`src/rtl/mem_bus_router_pkg.sv`:
```
// mem_bus_router_pkg: definitions shared by the memory bus router and its decoder.
//   state_t   - router FSM state encoding (IDLE, REQ, WAIT, DONE)
//   MAX_NREG  - largest supported region count
//   SEL_W     - width of a region index able to address MAX_NREG regions
//   slice_lo  - low bit of slice idx in a packed per-region vector of width w
package mem_bus_router_pkg;

  typedef enum logic [1:0] {
    ST_IDLE = 2'd0,
    ST_REQ  = 2'd1,
    ST_WAIT = 2'd2,
    ST_DONE = 2'd3
  } state_t;

  localparam int MAX_NREG = 8;
  localparam int SEL_W    = $clog2(MAX_NREG);

  function automatic int slice_lo(input int idx, input int w);
    return idx * w;
  endfunction

endpackage

```
`src/rtl/mem_bus_router_dec.sv`:
```
// mem_bus_router_dec: combinational priority address decoder.
//   addr   in  AW     word address to decode
//   hit    out 1      address falls inside at least one region
//   idx    out SEL_W  lowest-numbered matching region
//   offset out AW     addr minus the base of the selected region
// Regions are inclusive [REG_BASE slice i .. REG_LIMIT slice i].
module mem_bus_router_dec
  import mem_bus_router_pkg::*;
#(
  parameter int                NREG      = 4,
  parameter int                AW        = 30,
  parameter logic [NREG*AW-1:0] REG_BASE  = '0,
  parameter logic [NREG*AW-1:0] REG_LIMIT = '0
) (
  input  logic [AW-1:0]    addr,
  output logic             hit,
  output logic [SEL_W-1:0] idx,
  output logic [AW-1:0]    offset
);

  // Walk from the highest index down so the lowest matching region is the
  // last one written and therefore wins.
  always_comb begin
    hit    = 1'b0;
    idx    = '0;
    offset = '0;
    for (int i = NREG - 1; i >= 0; i--) begin
      if (addr >= REG_BASE[slice_lo(i, AW) +: AW] &&
          addr <= REG_LIMIT[slice_lo(i, AW) +: AW]) begin
        hit    = 1'b1;
        idx    = SEL_W'(i);
        offset = addr - REG_BASE[slice_lo(i, AW) +: AW];
      end
    end
  end

endmodule

```
`src/rtl/mem_bus_router.sv`:
```
// mem_bus_router: routes one host transaction at a time to one of NREG
// address regions and returns a single-cycle response.
//   clk, rst           clock, asynchronous active-high reset
//   i_valid/o_ready    host request handshake (ready only in IDLE)
//   i_addr/i_data/i_wren/i_mask  host request fields
//   o_rvalid/o_rdata/o_rerr      host response (pulse, data, decode/timeout error)
//   o_dev_valid/i_dev_ready      per-region request handshake
//   o_dev_addr/o_dev_data/o_dev_wren/o_dev_mask  shared device request fields
//   i_dev_rvalid/i_dev_rdata     per-region response (rdata packed by region)
// Optional: define MEM_BUS_ROUTER_TIMEOUT_EN to abort REQ/WAIT after TIMEOUT
// cycles with an error response.
module mem_bus_router
  import mem_bus_router_pkg::*;
#(
  parameter int                 NREG      = 4,
  parameter int                 AW        = 30,
  parameter int                 DW        = 32,
  parameter logic [NREG*AW-1:0] REG_BASE  = '0,
  parameter logic [NREG*AW-1:0] REG_LIMIT = '0,
  parameter int                 TIMEOUT   = 256
) (
  input  logic                 clk,
  input  logic                 rst,
  input  logic                 i_valid,
  output logic                 o_ready,
  input  logic [AW-1:0]        i_addr,
  input  logic [DW-1:0]        i_data,
  input  logic                 i_wren,
  input  logic [DW/8-1:0]      i_mask,
  output logic                 o_rvalid,
  output logic [DW-1:0]        o_rdata,
  output logic                 o_rerr,
  output logic [NREG-1:0]      o_dev_valid,
  input  logic [NREG-1:0]      i_dev_ready,
  output logic [AW-1:0]        o_dev_addr,
  output logic [DW-1:0]        o_dev_data,
  output logic                 o_dev_wren,
  output logic [DW/8-1:0]      o_dev_mask,
  input  logic [NREG-1:0]      i_dev_rvalid,
  input  logic [NREG*DW-1:0]   i_dev_rdata
);

  localparam int MW = DW / 8;

  state_t           state;
  logic [SEL_W-1:0] sel_q;
  logic [AW-1:0]    off_q;
  logic [DW-1:0]    data_q;
  logic             wren_q;
  logic [MW-1:0]    mask_q;
  logic [DW-1:0]    rdata_q;
  logic             rerr_q;

  logic             dec_hit;
  logic [SEL_W-1:0] dec_idx;
  logic [AW-1:0]    dec_off;

  logic             dev_ready_sel;
  logic             dev_rvalid_sel;
  logic [DW-1:0]    dev_rdata_sel;
  logic             tmo;
  logic             in_req;

  mem_bus_router_dec #(
    .NREG      (NREG),
    .AW        (AW),
    .REG_BASE  (REG_BASE),
    .REG_LIMIT (REG_LIMIT)
  ) u_dec (
    .addr   (i_addr),
    .hit    (dec_hit),
    .idx    (dec_idx),
    .offset (dec_off)
  );

  // Pick out the selected region's handshake and data without indexing by a
  // register that may be wider than the region count.
  always_comb begin
    dev_ready_sel  = 1'b0;
    dev_rvalid_sel = 1'b0;
    dev_rdata_sel  = '0;
    for (int i = 0; i < NREG; i++) begin
      if (sel_q == SEL_W'(i)) begin
        dev_ready_sel  = i_dev_ready[i];
        dev_rvalid_sel = i_dev_rvalid[i];
        dev_rdata_sel  = i_dev_rdata[slice_lo(i, DW) +: DW];
      end
    end
  end

`ifdef MEM_BUS_ROUTER_TIMEOUT_EN
  localparam int CNT_W = $clog2(TIMEOUT + 1);
  logic [CNT_W-1:0] cnt;

  always_ff @(posedge clk or posedge rst) begin
    if (rst) begin
      cnt <= '0;
    end else if (state == ST_IDLE && i_valid) begin
      cnt <= '0;
    end else if (state == ST_REQ || state == ST_WAIT) begin
      cnt <= cnt + 1'b1;
    end
  end

  // Fire one cycle early so the error response lands TIMEOUT cycles after
  // accept, i.e. as the incremented count would reach TIMEOUT-1.
  assign tmo = (cnt == CNT_W'(TIMEOUT - 2));
`else
  assign tmo = 1'b0;
`endif

  always_ff @(posedge clk or posedge rst) begin
    if (rst) begin
      state   <= ST_IDLE;
      sel_q   <= '0;
      off_q   <= '0;
      data_q  <= '0;
      wren_q  <= 1'b0;
      mask_q  <= '0;
      rdata_q <= '0;
      rerr_q  <= 1'b0;
    end else begin
      case (state)
        ST_IDLE: begin
          if (i_valid) begin
            sel_q  <= dec_idx;
            off_q  <= dec_off;
            data_q <= i_data;
            wren_q <= i_wren;
            mask_q <= i_mask;
            if (dec_hit) begin
              state <= ST_REQ;
            end else begin
              state   <= ST_DONE;
              rdata_q <= '0;
              rerr_q  <= 1'b1;
            end
          end
        end
        ST_REQ: begin
          if (dev_ready_sel) begin
            state <= ST_WAIT;
          end else if (tmo) begin
            state   <= ST_DONE;
            rdata_q <= '0;
            rerr_q  <= 1'b1;
          end
        end
        ST_WAIT: begin
          if (dev_rvalid_sel) begin
            state   <= ST_DONE;
            rdata_q <= dev_rdata_sel;
            rerr_q  <= 1'b0;
          end else if (tmo) begin
            state   <= ST_DONE;
            rdata_q <= '0;
            rerr_q  <= 1'b1;
          end
        end
        ST_DONE: begin
          state <= ST_IDLE;
        end
        default: begin
          state <= ST_IDLE;
        end
      endcase
    end
  end

  assign in_req   = (state == ST_REQ);
  assign o_ready  = (state == ST_IDLE);
  assign o_rvalid = (state == ST_DONE);
  assign o_rdata  = rdata_q;
  assign o_rerr   = rerr_q;

  // Device fields are forced to zero outside REQ so idle devices never see
  // stale request data.
  always_comb begin
    o_dev_valid = '0;
    for (int i = 0; i < NREG; i++) begin
      o_dev_valid[i] = in_req && (sel_q == SEL_W'(i));
    end
  end

  assign o_dev_addr = in_req ? off_q  : '0;
  assign o_dev_data = in_req ? data_q : '0;
  assign o_dev_wren = in_req ? wren_q : 1'b0;
  assign o_dev_mask = in_req ? mask_q : '0;

endmodule

```
`config.mk`:
```
export PLATFORM = sky130hd
export DESIGN_NAME = mem_bus_router
export DESIGN_NICKNAME = d
export VERILOG_FILES = /design/src/rtl/mem_bus_router_pkg.sv /design/src/rtl/mem_bus_router_dec.sv /design/src/rtl/mem_bus_router.sv
export SDC_FILE = /design/constraint.sdc
export NUM_CORES = 1
export LEC_CHECK = 0
export BUFFER_PORTS_ARGS = -buffer_cell sky130_fd_sc_hd__buf_2
export CORE_AREA = 2 2 120 122
export DETAILED_ROUTE_END_ITERATION = 7
export DIE_AREA = 0 0 122 124
export PLACE_DENSITY_LB_ADDON = 0.05
export SLEW_MARGIN = 10
export SYNTH_ARGS = -nofsm -noshare
export SYNTH_HDL_FRONTEND = slang
export SYNTH_SLANG_ARGS = --single-unit
export TNS_END_PERCENT = 100
```
`constraint.sdc`:
```
create_clock -name clk -period 3.4 [get_ports clk]
set_clock_uncertainty 0.15 [all_clocks]
set_input_delay 0.34 -clock clk [delete_from_list [all_inputs] [get_ports clk]]
set_output_delay 0.34 -clock clk [all_outputs]
set_load 0.03 [all_outputs]
```
# --- Yosys cells after proc, flatten, opt, wreduce, memory -nomap -nowiden ---
# Index checks and enable logic that the tools add are counted.
word_totals:
  input_bits: 206
  ff_bits: 102
op_classes:
  eq_ne: 7
  n_reduce_logical: 6
  n_mux: 19
  magnitude_cmp: 2
ops:
  columns: ["operator", "count"]
  rows:
  - ["32-bit 2-to-1 mux", 4]
  - ["32-bit case mux with 2 select lines", 1]
  - ["30-bit 2-to-1 mux", 2]
  - ["30-bit by 1-bit greater-or-equal comparator with 1-bit output (second input constant)", 1]
  - ["30-bit by 1-bit <= comparator with 1-bit output (second input constant)", 1]
  - ["2-bit 2-to-1 mux", 4]
  - ["2-bit inequality test (second input constant)", 4]
  - ["2-bit case mux with 4 select lines", 1]
  - ["1-bit 2-to-1 mux", 5]
  - ["2-bit equality test (second input constant)", 2]
  - ["4-bit 2-to-1 mux", 1]
  - ["4-bit AND reduction", 1]
  - ["3-bit AND reduction", 1]
  - ["2-bit by 1-bit equality test with 1-bit output (second input constant)", 1]
  - ["2-bit zero test", 1]
  - ["1-bit case mux with 2 select lines", 1]
  - ["2-bit AND reduction", 1]
  - ["2-bit nonzero test", 1]
  - ["1-bit logical AND", 1]

# --- Longest topological paths before layout ---
# Gate-level depths: netlist (run 1).
depth:
  depth_word: 6
  mapped_depth: 8

# --- Modules after synthesis ---
# A second synthesis (run 1) with hierarchy kept.
hier_totals:
  hier_cells: 518
  hier_area_um2: 5938.2
modules_own_cells:
  columns: ["module", "n_inst", "cells_each", "seq_area_each_um2", "area_per_inst_um2"]
  rows:
  - ["mem_bus_router", 1, 473, 2627.5, 5616.6]
  - ["mem_bus_router_dec", 1, 45, 0.0, 321.6]

# --- Worst setup path after synthesis (run 1) ---
# No wires, ideal clock.
synth_timing:
  path_kind: "register -> register"
  startpoint: "register state[0]"
  endpoint: "register rdata_q[0], in the netlist o_rdata[0]"
  required_time_ns: 3.126
  t_arrival_ns: 1.718
  slack_ns: 1.408
  synth_period_minus_slack_ns: 1.992
  stages_incl_launch_ff: 8
  path_cell_list: "dfrtp_1 inv_1 ha_1 nor4b_2 and4_4 a21oi_4 buf_6 mux2i_1"
synth_via:
  elab_chain_cells: 3
synth_lines:
  columns: ["item", "line", "source"]
  rows:
  - ["from (decl)", "mem_bus_router.sv:45", "state_t state;"]
  - ["from (signal assigned)", "mem_bus_router.sv:114", "state <= ST_IDLE;"]
  - ["from (signal assigned)", "mem_bus_router.sv:132", "state <= ST_REQ;"]
  - ["from (signal assigned)", "mem_bus_router.sv:134", "state <= ST_DONE;"]
  - ["2-bit zero test (*)", null, null]
  - ["via o_ready", "mem_bus_router.sv:25", "output logic o_ready,"]
  - ["2-bit inequality test (no line) or 2-bit nonzero test (tied branches)", null, null]
  - ["4-bit AND reduction (no line)", null, null]
  - ["to (signal assigned)", "mem_bus_router.sv:152", "rdata_q <= dev_rdata_sel;"]
  - ["to (decl)", "mem_bus_router.sv:51", "logic [DW-1:0] rdata_q;"]
# Mark *: on every way through the listed nets, which the timed path passes. The rest lies on a longest branch.
# A chain may end at the register's enable or synchronous reset.

# --- Final worst setup path (run 1) ---
layout_timing:
  startpoint: "register state[0]"
  endpoint: "register rdata_q[5], in the netlist o_rdata[5]"
layout_via:
  elab_chain_cells: 3
layout_lines:
  columns: ["item", "line", "source"]
  rows:
  - ["2-bit equality test or 2-bit zero test (tied branches)", "mem_bus_router.sv:123", "case (state)"]
  - ["2-bit inequality test (no line) or 2-bit nonzero test (tied branches)", null, null]
  - ["4-bit AND reduction (no line)", null, null]
# Several ways; a longest one is shown, not always the timed one.

==> results of run 1 <==
## final timing paths
check | to | slack [ps] | cells after the start
worst max register to register | o_rdata[5]$_DFFE_PP0P_ | 850 | 7
worst min register to register | off_q[14]$_DFFE_PP0P_ | 320 | 1
min in group clk | data_q[26]$_DFFE_PP0P_ | 70 | 2
max in group asynchronous | data_q[4]$_DFFE_PP0P_ | 2400 | 3
worst min-delay path | o_rdata[16]$_DFFE_PP0P_ | -7 | 2
worst max-delay path | o_rdata[5]$_DFFE_PP0P_ | 850 | 7
## cell families (layout without fill, tap and decap cells)
group           count (synthesis)  after routing  share of synthesized area, %
fa+ha+maj                       4              4                          1.11
compound gates                  3              3                         0.692
other cells                     1              3                        0.0830
mux                            71             71                          16.8
simple gates                  147            147                          18.8
buf+inv                        61            261                          6.03
flops                         102            102                          56.5
## state kept, by name, indices dropped and copies added (netlist names)
signal and cells:
o_rerr 1, wren_q 1, mask_q 4, off_q 30, o_rdata 32, data_q 32
state 2
## per-layer routing
metal	wire (um)	part of all wire, %
met1	4630	42
met2	5070	46
met3	1190	11
met4	199	1.8
met5	0	0
## power by group through the flow
| stage | clock (mW) | combinational (mW) | sequential, mW |
|---|---|---|---|
| 2_1_floorplan | 0 | 1.56 | 2.17 |
| 3_3_place_gp | 0 | 2.52 | 1.82 |
| 3_5_place_dp | 0 | 2.54 | 1.85 |
| 4_1_cts | 1.07 | 2.55 | 1.83 |
| 5_1_grt | 1.11 | 2.73 | 1.88 |
| 6_report | 1.02 | 2.50 | 1.82 |
## layout by cell type, fill, tap and decap left out
cell type,netlist,routed
buf_2,5,206
dfrtp_1,102,102
and2_1,97,97
mux2_2,38,38
inv_1,36,35
mux2i_1,33,33
nand2_1,33,32
clkbuf_16,0,9
nor4_1,6,6
buf_4,4,4
nand2b_1,3,3
ha_1,4,3
conb_1,1,3
clkbuf_1,13,2
clkbuf_8,0,2
nand2_2,0,1
or2_2,1,1
nand3_1,1,1
nor4b_2,1,1
and4_4,1,1
nor3_1,1,1
and4_1,1,1
nand3_2,1,1
a21oi_4,1,1
inv_4,0,1
nor2_1,1,1
a211oi_1,1,1
a21o_1,1,1
ha_2,0,1
bufinv_16,0,1
buf_12,0,1
## through the flow
step | setup WS (ps) | total power [mW] | hold WS, ps | std cells
final | 853 | 5.35 | -6.55 | 771
after global routing | 629 | 5.73 | 58.9 | 771
after CTS | 802 | 5.45 | 19.2 | 771
after detailed placement | 806 | 4.39 | 312 | 757
after global placement | 905 | 4.34 | 312 | 757
after floorplan | 235 | 3.73 | 294 | 391
## synth_stat cells, types with 3 or more instances
library cell,number,share of area [%]
mux2_2,38,9.5
dfrtp_1,102,56
inv_1,36,3.0
clkbuf_1,13,1.1
nor4_1,6,0.83
ha_1,4,1.1
nand2_1,33,2.7
buf_6,3,0.75
nand2b_1,3,0.42
mux2i_1,33,7.3
buf_2,5,0.55
buf_4,4,0.66
and2_1,97,13
## critical path, cell delays in order (launching register included)
cell and delay, ps:
dfrtp_1 410, inv_1 100, ha_1 560, or2_2 240
nand3_2 90, a21oi_4 110, buf_4 490, mux2i_1 280
## layout make-up
type	instances	area share [%]
Sequential cell	102	42.6
Clock inverter	1	0.501
Tap cell	180	3.76
Inverter	36	2.30
Timing Repair Buffer	211	18.0
Clock buffer	13	4.34
Multi-Input combinational cell	228	28.5
==> results.md, run 1 <==
- Post-DRT Antenna Nets: 0
- Relative slew margins: 35.2%
- Setup crit start: state[0]$_DFFE_PP0P_
- Synth-to-layout area growth: 32.6%
- Yosys cell types: 25
- Primary FF master, synth: dfrtp_1
- Die width: between 100 and 150 um
- Busiest layer in global routing: met2
- P_int: 3.16 mW
- Ant diodes: 0
- Core ar.: ~0.014 mm2
- Synth async-reset ratio: 100%
- Max-cap viol count: 0
- Crit path max fanout: 33
- CTS clk-pin slew, worst paths: approximately 70 ps
- Hold WS: -6.55 ps
- Max clock buf depth: 2
- Switching pwr: approximately 2.2 mW
- Final Instance Area: roughly 0.006 mm2
- Post-layout util: between 40% and 50%
- TritonCTS clock tree: yes
- IO buf count: slightly above 200
- Startpoint Class: flop
- Drc violations: 0
- Pre-antenna DRT Iters: 4
- FP Rows: 43
- DR vias: 3289
- Max IR drop VDD: approximately 420 uV
- Largest net degree at the start of global routing: a little over 60
- 1st-iter DRT viols: 95
- Pwr/cell area: ~900 mW/mm2
- Final cycle utilization of the critical path: 74.9%
- Post-DP HPWL: 7.87 mm
- Area occupied by multi-input gates: between 0.0015 and 0.002 mm2
- Comb power frac: 46.8%
- Layout cell share with drive strength beyond 1: about 46%
- Worst hold path class: in -> async
- Critical Path Sink Type: flop
- Total global routing overflow: 0
- RSZ-0062 raised after global routing: no
- Met1 GRT Util: between 15 and 20%
- Post-Route Setup TNS: 0 ps
- Vias in the first global route: around 3.3k
- Placer Congestion: about 0.70
- Fmax: approximately 0.4 GHz
- Synth warnings: 0
- Failing checks: negative hold slack
- # nets final: around 800
- Vias per inst: between 4 and 5
- Setup bufs post-CTS: 0
- Chip height: ~120 um
- Leakage: approximately 3.3 nW
- Grt met3 use: under 10%
- Initial antenna violation count: 0
- Cell area after synthesis: roughly 0.0045 mm2
- Final Max Slew Viols: 0
- Fill cells: between 1k and 1.5k
- R2r startpoint: state[0]$_DFFE_PP0P_
- First-pass GRT wire length: about 17 mm
- Least-Margin Pin Slew: between 900 and 1000 ps
- Post-Synthesis Mean Instance Area: 11.6 um2
- Post-synth EDFFs: 0
- Crit path required time: around 3500 ps
- Met2 usage: between 20% and 30%
- Post-Route WL: about 11 mm
- WL per Instance: ~14 um
- Critical Path AT: between 2000 and 3000 ps
- Resize count post-CTS: 0
- Sequential share of the synthesized area: around 56%
- Worst skew pair latency: 340 ps
- Status: complete, but fails checks
- Gr usage total: 14.5%
- #FFs+latches synth: around 100
- Ports: 312
- Cell area after placement: 0.00570 mm2
- Reg area: about 0.0026 mm2
- Fin. Hold Viols: 12
- Clk network pwr share: between 10% and 20%
- Setup Viol. Count Final: 0
- Htree depth: 3
- Clock Sinks: a little over 100
- Clock Tree Root: clkbuf_16
- Num CTS Buffers: 9
- CTS Hold Buffers Added: 0
- Die area: around 0.015 mm2
- Setup CP Type: reg -> reg
- Effective utilization at floorplan: 33.0%
- Syn Inst Count: between 300 and 400
- Sw Share: 41.0%
- Seq pwr share: 34.1%
- Post-route minimum period: 2550 ps
Note: power is estimated with default switching activity, not from simulation.
==> run 2: changes to the inputs <==
==> constraint.sdc (replaced) <==
create_clock -name clk -period 2.6 [get_ports clk]
set_clock_uncertainty 0.15 [all_clocks]
set_input_delay 0.26 -clock clk [delete_from_list [all_inputs] [get_ports clk]]
set_output_delay 0.26 -clock clk [all_outputs]
set_load 0.03 [all_outputs]
==> run 2 against run 1 <==
The run now ends clean. Sequential share of layout area decreased by 3.6 points. Via count grew 7.5%. Cell area is 9.3% higher. Non-clock buffer count up 48. Die area did not move. Clock power is 42% higher. Count of clock-buffer cells in the layout shrank 1. Maximum frequency increased by 19%. Critical path depth grew 1. Setup slack got worse by 390 ps.
==> results.md, run 2 (same netlist as run 1, synthesis figures left out) <==
- Final cycle utilization of the critical path: 82.2% (+7.3 points)
- Setup bufs post-CTS: 0 (unchanged)
- Pre-antenna DRT Iters: 4 (unchanged)
- 1st-iter DRT viols: 169 (+78%)
- CTS clk-pin slew, worst paths: 70 ps (about the same)
- Setup Viol. Count Final: 0 (unchanged)
- Clock Tree Root: clkbuf_16
- Commonest non-fill, non-tap cell in the layout: buf_2
- Design Power: 7.27 mW (+36%)
- Synth-to-layout area growth: 44.9%
- Leakage: 3.49 nW (+7.1%)
- Setup CP Type: reg -> reg
- Post-layout util: 47.7% (+4.0 points)
- Crit path max fanout: 33 (unchanged)
- Vias per inst: 4.31 (+1.1%)
- Worst hold path class: in -> reg
- Max IR drop VDD: 568 uV (+36%)
- Vias in the first global route: 3461 (+5.5%)
- Fin. Hold Viols: 0 (-12)
- Commonest cells after routing, fill and taps aside: buf_2 (206), dfrtp_1 (102), and2_1 (97)
- Ports: 312 (unchanged)
- First-pass GRT wire length: 17.4 mm (+4.2%)
- Critical Path Sink Type: flop
- Largest net degree at the start of global routing: 70 (+15%)
- Fmax: 0.468 GHz (+19%)
- Status: complete, no violations
- Max clock buf depth: 2 (unchanged)
- Chip height: 124 um (unchanged)
- Crit path required time: 2670 ps (-830 ps)
- Worst R2R Path Depth: 8 (+1)
- Flop-to-flop setup slack: 460 ps (-390 ps)
- Pwr/cell area: 1110 mW/mm2 (+24%)
- # nets final: 846 (+6.0%)
- Htree depth: 3 (unchanged)
- Layout cell share with drive strength beyond 1: 43.0% (-2.5 points)
- IO buf count: 206 (unchanged)
- Critical Path AT: 2200 ps (-450 ps)
- Gr usage total: 15.1% (+0.59 points)
- Post-Route Setup TNS: 0 ps (unchanged)
- Total global routing overflow: 0 (unchanged)
- Clock Sinks: 102 (unchanged)
- Least-Margin Pin Slew: 631 ps (-338 ps)
- Final Max Slew Viols: 0 (unchanged)
- Drc violations: 0 (unchanged)
- DR vias: 3537 (+7.5%)
- FP Rows: 43 (unchanged)
- Num CTS Buffers: 9 (unchanged)
- Worst skew pair latency: 340 ps (about the same)
- Ant diodes: 0 (unchanged)
- Relative slew margins: 57.9% (+23 points)
- Hold WS: 15.3 ps (+21.9 ps)
- Post-Route WL: 11.6 mm (+4.7%)
- Effective utilization at floorplan: 33.0% (unchanged)
- HP Start: i_dev_rdata[16]
- R2r startpoint: state[1]$_DFFE_PP0P_
- WL per Instance: 14.2 um (-1.5%)
- Setup crit start: state[1]$_DFFE_PP0P_
- Setup crit end: o_rdata[10]$_DFFE_PP0P_
- Max-cap viol count: 0 (unchanged)
- Reg-to-Reg End: o_rdata[10]$_DFFE_PP0P_
- Post-DP HPWL: 7.95 mm (+1.0%)
- Post-route minimum period: 2140 ps (-410 ps)
- Post-DRT Antenna Nets: 0 (unchanged)
- Core ar.: 0.0137 mm2 (unchanged)
- Initial antenna violation count: 0 (unchanged)
- Placer Congestion: 0.705 (+1.1%)
- Die area: 0.0151 mm2 (unchanged)
- Startpoint Class: flop
- TritonCTS clock tree: yes
- Die width: 122 um (unchanged)
- Resize count post-CTS: 0 (unchanged)
- RSZ-0062 raised after global routing: no
[run 2: changes by cell type in the layout (fill, tap and decap cells not counted)]
cell	previous run	this run
dlygate4sd3_1	0	44
buf_12	1	5
clkinvlp_4	0	2
bufinv_16	1	2
clkbuf_1	2	1
inv_4	1	0
[run 2: layer usage]
metal  wire length [um]  vias to the layer above  part of all wire (%)  track usage [%]
met2               5270                      149                    45             24.2
met5                  0                        -                     0                0
met1               5050                     1667                    43             18.4
met4                190                        0                   1.6             6.47
li1                   -                     1710                     -                -
met3               1120                       11                   9.6             5.31
[run 2: final cells by class]
type / count / area (um2)
clock buffers: 12 / 256
clock inverters: 3 / 67.6
fillers: 1337 / 7170
inverters: 36 / 139
multi-input cells: 228 / 1710
flip-flops and latches: 102 / 2550
well taps: 180 / 225
repair buffers: 259 / 1600
[run 2: worst min-delay path by stage]
| stage | endpoint | depth (start not counted) |
|---|---|---|
| 2_1_floorplan | o_rdata[29]$_DFFE_PP0P_ | 2 |
| 3_3_place_gp | data_q[10]$_DFFE_PP0P_ | 2 |
| 3_5_place_dp | data_q[10]$_DFFE_PP0P_ | 2 |
| 4_1_cts | o_rdata[16]$_DFFE_PP0P_ | 3 |
| 5_1_grt | o_rdata[12]$_DFFE_PP0P_ | 3 |
| 6_report | o_rdata[16]$_DFFE_PP0P_ | 3 |
[run 2: repair_timing]
action	4_1_cts	5_1_grt
hold buffers	44	0
endpoints found under the hold margin	68	0
setup endpoints to repair	0	0
[run 2: power by group]
group	total (mW)	switching, mW	internal, mW
Clock	1.45	0.562	0.891
Sequential	2.39	0.252	2.14
Combinational	3.42	2.11	1.31
[run 2: through the flow]
step	std cells	area, um2	setup slack, ps
finish	820	6550	463
global route	820	6550	296
CTS	820	6550	381
detailed placement	761	5790	397
global placement	761	5790	422
floorplan	391	4530	608
[run 2: critical path, stage by stage, from the launching register on]
cell and delay, ps:
dfrtp_1 420, inv_1 100, ha_1 190, nor4b_2 280, buf_4 180, and4_4 250
a21oi_4 70, buf_12 190, mux2i_1 150
